### config.mk
export PLATFORM = sky130hd
export DESIGN_NAME = operand2_encoder
export DESIGN_NICKNAME = d
export VERILOG_FILES = /design/src/rtl/operand2_encoder.sv
export SDC_FILE = /design/constraint.sdc
export NUM_CORES = 1
export LEC_CHECK = 0
export ABC_CLOCK_PERIOD_IN_PS = 3600
export BUFFER_PORTS_ARGS = -buffer_cell sky130_fd_sc_hd__buf_4
export CAP_MARGIN = 15
export CORE_MARGIN = 2
export CORE_UTILIZATION = 60
export CTS_CLUSTER_DIAMETER = 100
export DETAILED_ROUTE_END_ITERATION = 10
export PLACE_DENSITY_LB_ADDON = 0.08
export SYNTH_ARGS = -nofsm -noshare
export SYNTH_HDL_FRONTEND = slang
export SYNTH_SLANG_ARGS = --single-unit
### constraint.sdc
create_clock -name clk -period 3.6 [get_ports clk]
set_input_delay 0.18 -clock clk [delete_from_list [all_inputs] [get_ports clk]]
set_output_delay 0.18 -clock clk [all_outputs]
set_load 0.01 [all_outputs]
### src/rtl/operand2_encoder.sv
// Operand-2 constant encoder.
// Searches for a 12-bit operand-2 encoding of a 32-bit constant. There are two modes.
//   Immediate mode (ld_str=0): the field is {rot[3:0], imm8}. It expands to
//     ROR(sign-extend-8(imm8), 2*rot). The lowest rot that works is chosen.
//   Memory-offset mode (ld_str=1): the value must already be a sign-extended 12-bit offset.
// Optional build macro: OPERAND2_EARLY_EXIT_EN.
//   When defined, an immediate-mode search stops at the first match.
//   When undefined, it always scans rot 0..15.
// Ports:
//   clk           rising-edge clock
//   rst           asynchronous active-low reset
//   start         request strobe, sampled only in IDLE
//   value         constant to encode, captured on an accepted start
//   ld_str        mode select, captured on an accepted start
//   busy          high while searching
//   done          single-cycle completion pulse
//   valid         captured value is encodable (meaningful from done onward)
//   shift_operand 12-bit encoding (zero when not encodable)
module operand2_encoder (
  input  logic        clk,
  input  logic        rst,
  input  logic        start,
  input  logic [31:0] value,
  input  logic        ld_str,
  output logic        busy,
  output logic        done,
  output logic        valid,
  output logic [11:0] shift_operand
);

  localparam int unsigned VW = 32;
  localparam int unsigned RW = 4;
  localparam int unsigned SW = 12;

  localparam logic [1:0] S_IDLE   = 2'd0;
  localparam logic [1:0] S_SEARCH = 2'd1;
  localparam logic [1:0] S_DONE   = 2'd2;

  logic [1:0]    state, state_d;
  logic [RW-1:0] r, r_d;
  logic [VW-1:0] val_q, val_d;
  logic          mode_q, mode_d;
  logic          found_q, found_d;
  logic [SW-1:0] best_q, best_d;
  logic          valid_d;
  logic [SW-1:0] so_d;

  logic [2*VW-1:0] dbl;
  logic [VW-1:0]   cand;
  logic            imm_match;
  logic            mem_match;
  logic            last_eval;

  // Rotate-left by 2*r via a doubled word, which avoids the 32-bit shift at r=0.
  always_comb begin
    dbl  = {val_q, val_q} << {r, 1'b0};
    cand = dbl[2*VW-1:VW];
  end

  // A value is encodable when the bits above the field are a pure sign extension.
  assign imm_match = (&cand[31:7]) | ~(|cand[31:7]);
  assign mem_match = (&val_q[31:11]) | ~(|val_q[31:11]);

`ifdef OPERAND2_EARLY_EXIT_EN
  assign last_eval = imm_match | (r == RW'(15));
`else
  assign last_eval = (r == RW'(15));
`endif

  // State register and all registered outputs.
  always_ff @(posedge clk or negedge rst) begin
    if (!rst) begin
      state         <= S_IDLE;
      r             <= '0;
      val_q         <= '0;
      mode_q        <= 1'b0;
      found_q       <= 1'b0;
      best_q        <= '0;
      busy          <= 1'b0;
      done          <= 1'b0;
      valid         <= 1'b0;
      shift_operand <= '0;
    end else begin
      state         <= state_d;
      r             <= r_d;
      val_q         <= val_d;
      mode_q        <= mode_d;
      found_q       <= found_d;
      best_q        <= best_d;
      busy          <= (state_d == S_SEARCH);
      done          <= (state_d == S_DONE);
      valid         <= valid_d;
      shift_operand <= so_d;
    end
  end

  // Next-state and next-output logic.
  always_comb begin
    state_d = state;
    r_d     = r;
    val_d   = val_q;
    mode_d  = mode_q;
    found_d = found_q;
    best_d  = best_q;
    valid_d = valid;
    so_d    = shift_operand;

    case (state)
      S_IDLE: begin
        if (start) begin
          state_d = S_SEARCH;
          val_d   = value;
          mode_d  = ld_str;
          r_d     = '0;
          found_d = 1'b0;
          best_d  = '0;
          valid_d = 1'b0;
          so_d    = '0;
        end
      end

      S_SEARCH: begin
        if (mode_q) begin
          state_d = S_DONE;
          valid_d = mem_match;
          so_d    = mem_match ? val_q[11:0] : '0;
        end else begin
          // Remember only the first (lowest r) hit while the full scan continues.
          if (imm_match && !found_q) begin
            found_d = 1'b1;
            best_d  = {r, cand[7:0]};
          end
          if (last_eval) begin
            state_d = S_DONE;
            valid_d = found_q | imm_match;
            if (found_q)        so_d = best_q;
            else if (imm_match) so_d = {r, cand[7:0]};
            else                so_d = '0;
          end else begin
            r_d = RW'(r + RW'(1));
          end
        end
      end

      S_DONE:  state_d = S_IDLE;
      default: state_d = S_IDLE;
    endcase
  end

endmodule

; ---- After elaboration in Yosys (flattened, before gate mapping)
; Cells that the tools add are included.
[op_classes]
reduce_logical = 12
bitwise_logic = 5
n_mux = 25
n_eq_ne = 9
shifts = 1
addsub = 1
[op_table]
columns = op, count
row1 = 12-bit two-way mux, 8
row2 = 64-bit by 5-bit << shifter with 64-bit output, 1
row3 = 12-bit case mux with 2 select lines, 2
row4 = 25-bit AND reduction, 1
row5 = 25-bit OR reduction, 1
row6 = 21-bit AND reduction, 1
row7 = 21-bit OR reduction, 1
row8 = 4-bit two-way mux, 3
row9 = 2-bit != test (second input constant), 4
row10 = 4-bit case mux with 2 select lines, 1
row11 = 4-bit AND reduction, 2
row12 = 2-bit two-way mux, 3
row13 = 1-bit two-way mux, 5
row14 = 4-bit by 1-bit adder with 4-bit output (second input constant), 1
row15 = 2-bit by 1-bit equality test with 1-bit output (second input constant), 2
row16 = 4-bit equality test (second input constant), 1
row17 = 1-bit case mux with 2 select lines, 2
row18 = 2-bit case mux with 2 select lines, 1
row19 = 3-bit != test (second input constant), 1
row20 = 1-bit bitwise OR, 3
row21 = 3-bit AND reduction, 1
row22 = 2-bit equality test (second input constant), 1
row23 = 2-bit zero test, 1
row24 = 1-bit NOT, 2
row25 = other kinds (4), 4
[word_totals]
regBits = 67
elab_cells = 63
input_bits = 36

; ---- Longest topological paths before layout
; Gate-level depths: netlist of run 1.
[depth]
ltp_word = 9
depth_mapped = 10
mapped_depth_nobuf = 7

; ---- Least setup slack after synthesis of run 1
; No wires, ideal clock.
[synth_timing]
path_type = register to register
start = reg r[0]
end = reg shift_operand[8]
slack_ps = 759
t_arrival_ps = 2738
path_stages_with_launch = 10
period_less_slack_ps = 2841
cell_sequence = dfrtp_1 buf_6 mux4_2 mux4_2 a211o_1 a2111oi_2 and3_2 nor2_1 buf_6 o41ai_2
[synth_between]
elab_chain_cells = 9
elab_cells_between_ends = 13
classes_between = eq/ne: 2 / shift: 1 / mux: 5 / bitwise: 2 / reduce/logical: 3
[synth_rtl]
columns = element, line
row1 = start: declaration, 40  ; logic [RW-1:0] r, r_d;
row2 = start signal: assignment, 85  ; r <= r_d;
row3 = 64-bit by 5-bit << shifter with 64-bit output, 56  ; dbl = {val_q, val_q} << {r, 1'b0};
row4 = 25-bit OR reduction, 61  ; assign imm_match = (&cand[31:7]) | ~(|cand[31:7]);
row5 = 1-bit NOT, 61
row6 = 1-bit bitwise OR, 61
row7 = 12-bit two-way mux, 137  ; else if (imm_match) so_d = {r, cand[7:0]};
row8 = 12-bit two-way mux, 136  ; if (found_q) so_d = best_q;
row9 = 12-bit two-way mux, 133  ; if (last_eval) begin
row10 = 12-bit two-way mux, 123  ; if (mode_q) begin
row11 = 12-bit case mux with 2 select lines, 108  ; case (state)
row12 = end signal: assignment, 82  ; shift_operand <= '0;
row13 = end signal: assignment, 93  ; shift_operand <= so_d;
row14 = end: declaration, 28  ; output logic [11:0] shift_operand
; Parallel ways exist; a longest one is shown, timed or not. The select of a mux whose other input is x is not followed.
; A chain may end at the register's enable or synchronous reset.

; ---- Worst setup path after layout of run 1
[layout_timing]
start = reg r[0]
end = reg shift_operand[10]
; The elaborated chain is that of the path after synthesis.

==> flow_summary.json, run 1 <==
{
  "postCtsHoldBufs": 1,
  "skew_ns": 0.0201,
  "nets": 576,
  "place_ws_ns": 0.335,
  "syn_area_sq_mm": 0.00478,
  "pwr-share-seq": 0.322,
  "async_reset_ff_frac": 1.00,
  "use_met3": 0.0637,
  "crit_path_max_fanout": 26,
  "hold_viol": 1,
  "cp.arrival_ns": 3.52,
  "p_comb_frac": 0.547,
  "use_met1": 0.452,
  "worstSetupStartpointType": "flop",
  "portBuffers": 50,
  "num_vias": 4369,
  "yosys-top-cells-area": "dfrtp_1 (35%), mux4_2 (22%), nand2_1 (12%)",
  "fin_hold_ws_ns": -0.000846,
  "first_pass_iters": 6,
  "coreArea_sq_mm": 0.00773,
  "syn_to_final_growth_pct": 13.8,
  "synthesis.nets": 537,
  "cts_setup_buffers": 0,
  "post_drt_wl_per_cell_um": 20.7,
  "yosysTopAreaCell": "dfrtp_1",
  "fin_crit_ns": 3.27,
  "avgViaCountPerCell": 6.76,
  "drv_cap": 0,
  "met2_usage": 0.489,
  "tritoncts": "yes",
  "p_int_mw": 2.70,
  "cp.required_ns": 3.85,
  "diodes": 0,
  "fin_ws_ns": 0.330,
  "synthFlopType": "dfrtp_1",
  "yosysSeqAreaShare": 0.351,
  "place_congestion": 1.03,
  "fp.dieH_um": 93.3,
  "rows": 32,
  "p_clk_frac": 0.132,
  "synth_cell_types": 44,
  "yosysTopAreaCellShare": 0.351,
  "wirelength_um": 13400,
  "fill_cells": 604,
  "drv_slew": 0,
  "drt.antenna.violating_nets": 0,
  "violations": "hold timing",
  "yosys_warnings": 0,
  "path_class": "reg -> reg",
  "grt_pass1_vias": 4160,
  "hold_path.class": "in -> reg",
  "stdcell_area_sq_mm": 0.00544,
  "cts_made_buffers": 9,
  "drc": 0,
  "htree_levels": 3,
  "grt_remaining_overflow": 0,
  "dieArea_sq_mm": 0.00870,
  "syn_avg_cell_area_sq_um": 9.57,
  "antenna_found_initial": 0,
  "tns_ns": 0,
  "synth_edf_count": 0,
  "hpwl_um": 8970,
  "worstSkewPairLatency_ns": 0.36,
  "relSlewSlack": 0.437,
  "setup_viol": 0,
  "cts.sinks": 67,
  "rsz0062_at_grt": "no",
  "cts_resized": 0,
  "p_total_mw": 5.13,
  "run_status": "finished with violations",
  "p_sw_mw": 2.43,
  "synthCells": 500,
  "track_usage": 0.320,
  "drive_above_1_share": 0.246,
  "ir_drop_mv": 0.466,
  "root_buffer": "clkbuf_8",
  "grt_pass1_wl_um": 21300,
  "top_usage_layer": "met2",
  "chipWidth_um": 93.3,
  "crit_path_end_kind": "flop",
  "period_share": 0.908,
  "clock_path_buffers": 2,
  "start_util": 0.619,
  "power_leakage_nw": 2.46,
  "switching_share": 0.473,
  "clk_pin_slew_worst_paths_ns": 0.10,
  "place_area_sq_mm": 0.00524,
  "ys_ff_latch": 67,
  "clock.fmax_mhz": 306,
  "worst_pin_slew_ns": 0.844,
  "powerDensity_mw_per_mm2": 943,
  "io-pin-count": 51,
  "grt_max_degree": 68,
  "drt_iter0_drc": 391
}
## state kept, by name, summed over array words and instances, names as in the netlist
register,cells
found_q,1
valid,1
state,2
best_q,12
busy,1
r,4
shift_operand,12
val_q,32
done,1
mode_q,1
## critical path, cell delays in order (launching register included)
cell and delay (ns):
dfrtp_2 0.63, buf_12 0.27, mux4_2 0.58, o41ai_1 0.42, o21ai_0 0.19, nor3_1 0.24
and3_2 0.24, nor2_1 0.19, o41ai_1 0.38
## synthesized netlist by cell type (9+ instances only)
cell / n
a21oi_1: 11
clkbuf_1: 23
dfrtp_1: 67
mux2i_1: 29
mux4_2: 46
nand2_1: 152
nand3_1: 16
nand4_1: 10
nor2_1: 23
nor3_1: 15
nor4_1: 9
o21ai_0: 25
## layout by cell type, fill, tap and decap left out, types with 3 or more instances in the layout
cell       synthesis  routed
nand4_1           10      10
nor2_1            23      23
nor3_1            15      15
or3_1              4       4
mux2i_1           29      29
o21ai_0           25      25
a2bb2oi_1          8       8
nor4_1             9       9
mux4_2            46      46
buf_4              2      62
nand2b_1           5       5
nand3_1           16      16
nand2_1          152     152
o41ai_1            6       6
dfrtp_1           67      66
clkbuf_8           0       9
a22o_1             4       4
inv_6              0       3
a21oi_1           11      11
a32oi_1            4       4
inv_1              4       4
## stage by stage
stage | util | std cells | hold slack, ns
floorplan | - | 500 | -0.116
global placement | 0.677 | 629 | 0.334
detailed placement | 0.677 | 629 | 0.350
CTS | 0.705 | 646 | 0.00771
global route | 0.705 | 646 | 0.0118
finish | 0.705 | 646 | -0.000846
## per-layer routing
metal / part of all wire / vias to the layer above
met5: 0 / -
met1: 0.40 / 2076
met3: 0.11 / 70
li1: - / 1927
met4: 0.039 / 0
met2: 0.45 / 296
## final timing paths
kind	cells past startpoint	slack (ns)	startpoint	to
worst max-delay path	8	0.33	r[0]$_DFFE_PN0P_	shift_operand[10]$_DFFE_PN0P_
worst max register to register	8	0.33	r[0]$_DFFE_PN0P_	shift_operand[10]$_DFFE_PN0P_
max in group asynchronous	2	2.53	rst	r[0]$_DFFE_PN0P_
min in group asynchronous	2	0.46	rst	found_q$_DFFE_PN0P_
worst min register to register	2	0.47	valid$_DFFE_PN0P_	valid$_DFFE_PN0P_
worst min-delay path	3	-0.0008	value[22]	val_q[22]$_DFFE_PN0P_
## logic make-up after synthesis
family	after synthesis	share of synthesized area
compound gates	71	0.106
mux	76	0.280
fa+ha+maj	1	0.00262
buf+inv	43	0.0429
simple gates	242	0.218
flops	67	0.351
## power by group through the flow
stage,combinational [mW],sequential (mW),clock [mW]
after CTS,2.76,1.62,0.676
final,2.81,1.65,0.675
after floorplan,2.10,1.38,0
after global routing,3.04,1.68,0.704
after global placement,2.69,1.61,0
after detailed placement,2.75,1.63,0
## layout make-up
type                            count  area, sq um  share of cell area
Sequential cell                    67         1680               0.308
Multi-Input combinational cell    390         2900               0.533
Inverter                            6         22.5             0.00414
Clock buffer                       10          128              0.0234
Timing Repair Buffer               65          515              0.0947
Clock inverter                      6         71.3              0.0131
Tap cell                          102          128              0.0234
(Power assumes the default switching activity.)
==> run 2: changes to the inputs <==
--- a/config.mk
+++ b/config.mk
@@ -7,12 +7,12 @@
 export LEC_CHECK = 0
 export ABC_CLOCK_PERIOD_IN_PS = 3600
 export BUFFER_PORTS_ARGS = -buffer_cell sky130_fd_sc_hd__buf_4
-export CAP_MARGIN = 15
+export CAP_MARGIN = 20
 export CORE_MARGIN = 2
 export CORE_UTILIZATION = 60
 export CTS_CLUSTER_DIAMETER = 100
 export DETAILED_ROUTE_END_ITERATION = 10
-export PLACE_DENSITY_LB_ADDON = 0.08
+export PLACE_DENSITY = 0.81
 export SYNTH_ARGS = -nofsm -noshare
 export SYNTH_HDL_FRONTEND = slang
 export SYNTH_SLANG_ARGS = --single-unit
==> run 2 against run 1 <==
Net effect:
- the run now ends clean
- sequential power barely moved
- maximum frequency fell by 0.36%
- sequential share of layout area fell by 0.18 points
- critical path depth did not move
- total power rose by 0.85%
- cell area rose by 0.57%
- global-route usage rose by 0.98 points
- setup slack got worse by 0.012 ns
- via count barely moved
- flip-flop and latch count did not move
- count of clock-buffer cells in the layout rose by 1
==> flow_summary.json, run 2 (synthesis gave the netlist of run 1 again) <==
{
  "portBuffers": 50,
  "hpwl_um": 9580,
  "clock.fmax_mhz": 305,
  "worstSetupStartpointType": "flop",
  "r2r_slack_ns": 0.32,
  "fp.dieH_um": 93.3,
  "cts_made_buffers": 9,
  "first_pass_iters": 5,
  "reg_top3": "val_q x32, best_q x12, shift_operand x12",
  "drv_cap": 0,
  "reg2regPathDepth": 8,
  "drv_slew": 0,
  "fill_cells": 572,
  "reg2reg_to": "shift_operand[10]$_DFFE_PN0P_",
  "place_congestion": 0.917,
  "tns_ns": 0,
  "post_drt_wl_per_cell_um": 21.0,
  "grt_pass1_wl_um": 21700,
  "cts_setup_buffers": 0,
  "drt.antenna.violating_nets": 0,
  "power_leakage_nw": 2.49,
  "nets": 578,
  "root_buffer": "clkbuf_8",
  "fin_crit_ns": 3.28,
  "powerDensity_mw_per_mm2": 946,
  "wirelength_um": 13600,
  "path_class": "reg -> reg",
  "slowest_delay_ns": 0.66,
  "dieArea_sq_mm": 0.00870,
  "avgViaCountPerCell": 6.75,
  "drt_iter0_drc": 475,
  "antenna_found_initial": 0,
  "largest_reg_flops": 32,
  "holdPathEnd": "val_q[14]$_DFFE_PN0P_",
  "grt_max_degree": 68,
  "final_common_cell": "nand2_1",
  "htree_levels": 3,
  "crit_path_max_fanout": 16,
  "rsz0062_at_grt": "no",
  "skew_ns": 0.0117,
  "cp.required_ns": 3.85,
  "fin_hold_ws_ns": 0.00727,
  "cp.arrival_ns": 3.53,
  "worstSkewPairLatency_ns": 0.36,
  "grt_remaining_overflow": 0,
  "place_ws_ns": 0.355,
  "grt_pass1_vias": 3983,
  "diodes": 0,
  "largest-register": "val_q",
  "place_inst": 631,
  "clk_pin_slew_worst_paths_ns": 0.09,
  "io-pin-count": 51,
  "r2r_start": "r[0]$_DFFE_PN0P_",
  "crit_path_end_kind": "flop",
  "tritoncts": "yes",
  "cts.sinks": 67,
  "drive_above_1_share": 0.249,
  "track_usage": 0.330,
  "rows": 32,
  "coreArea_sq_mm": 0.00773,
  "instances_no_fill": 648,
  "relSlewSlack": 0.424,
  "start_util": 0.619,
  "setup_viol": 0,
  "run_status": "finished, final reports clean",
  "hold_path.class": "in -> reg",
  "worstHoldPathCells": 3,
  "hold_viol": 0,
  "clock_path_buffers": 2,
  "cpMaxStageDelayCell": "dfrtp_2",
  "ir_drop_mv": 0.508,
  "min_from": "value[14]",
  "chipWidth_um": 93.3,
  "syn_to_final_growth_pct": 14.5,
  "crit_start": "r[0]$_DFFE_PN0P_",
  "period_share": 0.912,
  "drc": 0,
  "num_vias": 4373,
  "fin_ws_ns": 0.318,
  "worst_pin_slew_ns": 0.864,
  "path_cells": "buf_4, mux4_2, a22o_1, a211o_1, a2111oi_2, and3_2, nor2_1, o41ai_1",
  "layout_common_cells": "nand2_1 (152), dfrtp_1 (66), buf_4 (63), mux4_2 (46), mux2i_1 (29)"
}
## run 2: cell count changes in the layout (fill, tap and decap cells not counted)
cell and delta:
buf_12 +1, buf_4 +1, clkbuf_8 +1, clkinv_2 +1
clkinv_4 +2, clkinvlp_4 -2, inv_6 -2
## run 2: cell type report
cell class	instances	area [sq um]	area share
Clock inverter	5	61.3	0.0112
Tap cell	102	128	0.0233
Clock buffer	11	141	0.0258
Multi-Input combinational cell	390	2900	0.530
Inverter	6	22.5	0.00411
Timing Repair Buffer	67	543	0.0992
Sequential cell	67	1680	0.306
## run 2: what timing repair did
item                                   CTS  global route
resized for setup                        0             0
hold buffers                             1             0
endpoints found under the hold margin   67             0
## run 2: metal layers
layer	up-vias	wire [um]	GRT usage
li1	1933	-	-
met4	0	263	0.0760
met3	32	1570	0.0677
met5	-	0	0
met2	307	6240	0.492
met1	2101	5530	0.503
## run 2: worst max path at each step
stage / endpoint / slack, ns
6_report: shift_operand[10]$_DFFE_PN0P_ / 0.32
5_1_grt: shift_operand[10]$_DFFE_PN0P_ / 0.11
4_1_cts: shift_operand[10]$_DFFE_PN0P_ / 0.33
3_5_place_dp: shift_operand[10]$_DFFE_PN0P_ / 0.35
3_3_place_gp: shift_operand[10]$_DFFE_PN0P_ / 0.40
2_1_floorplan: shift_operand[8]$_DFFE_PN0P_ / 0.76
## run 2: power by group
group          internal [mW]  switching, mW  leakage [nW]
Sequential              1.04          0.631         0.870
Combinational           1.36           1.48          1.51
Clock                  0.343          0.325         0.104
Total                   2.74           2.44          2.49
## run 2: worst max-delay path: cells and delay by family, from the launching register on
kind / cells / cell delay [ns]
and+or+nand+nor: 2 / 0.47
buffers and inverters: 1 / 0.29
muxes: 1 / 0.58
AOI/OAI and AO/OA: 4 / 1.16
DFF: 1 / 0.66
## run 2: stage by stage
step	total power, mW	cell area, sq um	utilization
detailed placement	4.45	5260	0.681
global route	5.48	5480	0.709
CTS	5.12	5480	0.709
floorplan	3.47	4780	-
finish	5.18	5480	0.709
global placement	4.37	5260	0.681
==> run 3: changes to the inputs <==
--- a/config.mk
+++ b/config.mk
@@ -12,7 +12,7 @@
 export CORE_UTILIZATION = 60
 export CTS_CLUSTER_DIAMETER = 100
 export DETAILED_ROUTE_END_ITERATION = 10
-export PLACE_DENSITY = 0.81
+export PLACE_DENSITY = 0.87
 export SYNTH_ARGS = -nofsm -noshare
 export SYNTH_HDL_FRONTEND = slang
 export SYNTH_SLANG_ARGS = --single-unit
==> run 3 against run 2 <==
Net effect:
- via count is 1.3% higher
- global-route usage is 0.88 points higher
- sequential share of layout area is 0.13 points higher
- final cell count is 0.31% lower
- hold slack better by 0.0054 ns
- sequential power hardly changed
- maximum frequency is 3.2% higher
- routed wire length is 0.97% higher
- flip-flop and latch count stayed put
- clock skew is 0.0048 ns higher
==> flow_summary.json, run 3 (synthesis gave the netlist of run 1 again) <==
{
  "fin_crit_ns": 3.18,
  "met2_usage": 0.524,
  "fill_cells": 571,
  "grt_remaining_overflow": 0,
  "portBuffers": 50,
  "fin_hold_ws_ns": 0.0127,
  "critPathTopFamily": "simple AND/OR/NAND/NOR gates",
  "top_usage_layer": "met2",
  "layout_common_cells": "nand2_1 (152), dfrtp_1 (66), buf_4 (61), mux4_2 (46), mux2i_1 (29)",
  "drt.antenna.violating_nets": 0,
  "worst_pin_slew_ns": 0.865,
  "hpwl_um": 9620,
  "hold_viol": 0,
  "drv_cap": 0,
  "post_drt_wl_per_cell_um": 21.3,
  "first_pass_iters": 6,
  "drt_iter0_drc": 625,
  "clock_path_buffers": 2,
  "diodes": 0,
  "skew_ns": 0.0165,
  "slowest_delay_ns": 0.67,
  "reg_top3": "val_q x32, best_q x12, shift_operand x12",
  "relSlewSlack": 0.423,
  "crit_path_max_fanout": 20,
  "tritoncts": "yes",
  "num_vias": 4429,
  "clock.fmax_mhz": 314,
  "drc": 0,
  "dieArea_sq_mm": 0.00870,
  "cts_setup_buffers": 0,
  "drv_slew": 0,
  "nets": 576,
  "start_util": 0.619,
  "chipWidth_um": 93.3,
  "period_share": 0.883,
  "avgViaCountPerCell": 6.86,
  "drive_above_1_share": 0.246,
  "fp.dieH_um": 93.3,
  "cp_common_cell": "nor2_1",
  "clk_pin_slew_worst_paths_ns": 0.08,
  "grt_max_degree": 68,
  "power_leakage_nw": 2.47,
  "powerDensity_mw_per_mm2": 940,
  "htree_levels": 3,
  "crit_buf_inv": 1,
  "root_buffer": "clkbuf_8",
  "coreArea_sq_mm": 0.00773,
  "path_cells": "buf_12, mux4_2, mux2i_1, nor3_1, nor2_1, a2111oi_2, nor2_1, o21ai_0",
  "worstSkewPairLatency_ns": 0.35,
  "tns_ns": 0,
  "antenna_found_initial": 0,
  "track_usage": 0.339,
  "path_class": "reg -> reg",
  "ir_drop_mv": 0.570,
  "largest_reg_flops": 32,
  "run_status": "finished, final reports clean",
  "io-pin-count": 51,
  "cp.arrival_ns": 3.36,
  "crit_path_end_kind": "flop",
  "rows": 32,
  "hold_path.class": "in -> reg",
  "wirelength_um": 13700,
  "syn_to_final_growth_pct": 14.0,
  "grt_pass1_wl_um": 22600,
  "largest-register": "val_q",
  "worstSetupStartpointType": "flop",
  "cp.required_ns": 3.78,
  "grt_pass1_vias": 4238,
  "final_common_cell": "nand2_1",
  "use_met3": 0.0669,
  "use_met1": 0.484,
  "setup_viol": 0,
  "cpMaxStageDelayCell": "nor2_1",
  "cts.sinks": 67,
  "rsz0062_at_grt": "no",
  "cts_made_buffers": 9,
  "place_congestion": 0.898
}
==> run 3: final timing paths <==
path / start / end / slack (ns) / cells after the start
setup / recovery: r[0]$_DFFE_PN0P_ / shift_operand[2]$_DFFE_PN0P_ / 0.42 / 8
hold / removal: value[1] / val_q[1]$_DFFE_PN0P_ / 0.01 / 3
setup reg to reg: r[0]$_DFFE_PN0P_ / shift_operand[2]$_DFFE_PN0P_ / 0.42 / 8
hold reg to reg: valid$_DFFE_PN0P_ / valid$_DFFE_PN0P_ / 0.48 / 2
max in group asynchronous: rst / r[0]$_DFFE_PN0P_ / 2.54 / 2
min in group asynchronous: rst / shift_operand[10]$_DFFE_PN0P_ / 0.47 / 2
==> run 3: layer usage <==
layer  up-vias  routed length, um
met2       311               6580
met5         -                  0
met3        63               1340
met1      2130               5340
met4         0                460
li1       1925                  -
==> run 3: where the power goes <==
| group | total [mW] | internal [mW] | switching [mW] |
|---|---|---|---|
| sequential | 1.67 | 1.04 | 0.632 |
| combinational | 2.82 | 1.35 | 1.47 |
| clock | 0.638 | 0.323 | 0.316 |
==> run 3: per-stage QoR <==
stage / instance area, sq um / setup WS [ns] / instances / util / total power [mW]
after floorplan: 4780 / 0.759 / 500 / - / 3.47
after global placement: 5250 / 0.546 / 629 / 0.679 / 4.29
final: 5450 / 0.420 / 646 / 0.705 / 5.13
after global routing: 5450 / 0.140 / 646 / 0.705 / 5.42
after detailed placement: 5250 / 0.428 / 629 / 0.679 / 4.41
after CTS: 5450 / 0.396 / 646 / 0.705 / 5.05
==> run 3: cell type report <==
cell class	count	area (sq um)	share of cell area
clock buffer	10	128	0.0234
clock inverter	6	66.3	0.0122
inverter	6	22.5	0.00413
multi-input combinational	390	2900	0.532
sequential	67	1680	0.308
tap	102	128	0.0234
timing repair buffer	65	528	0.0969
==> run 3: repair_timing <==
item                      CTS  global route
hold buffers                1             0
hold endpoints to repair   67             0
resized for setup           0             0
==> run 3: worst register-to-register path, cell delays in order, from the launching register on <==
cell and delay [ns]:
dfrtp_2 0.56, buf_12 0.24, mux4_2 0.59, mux2i_1 0.28, nor3_1 0.09, nor2_1 0.24, a2111oi_2 0.11, nor2_1 0.67
o21ai_0 0.24
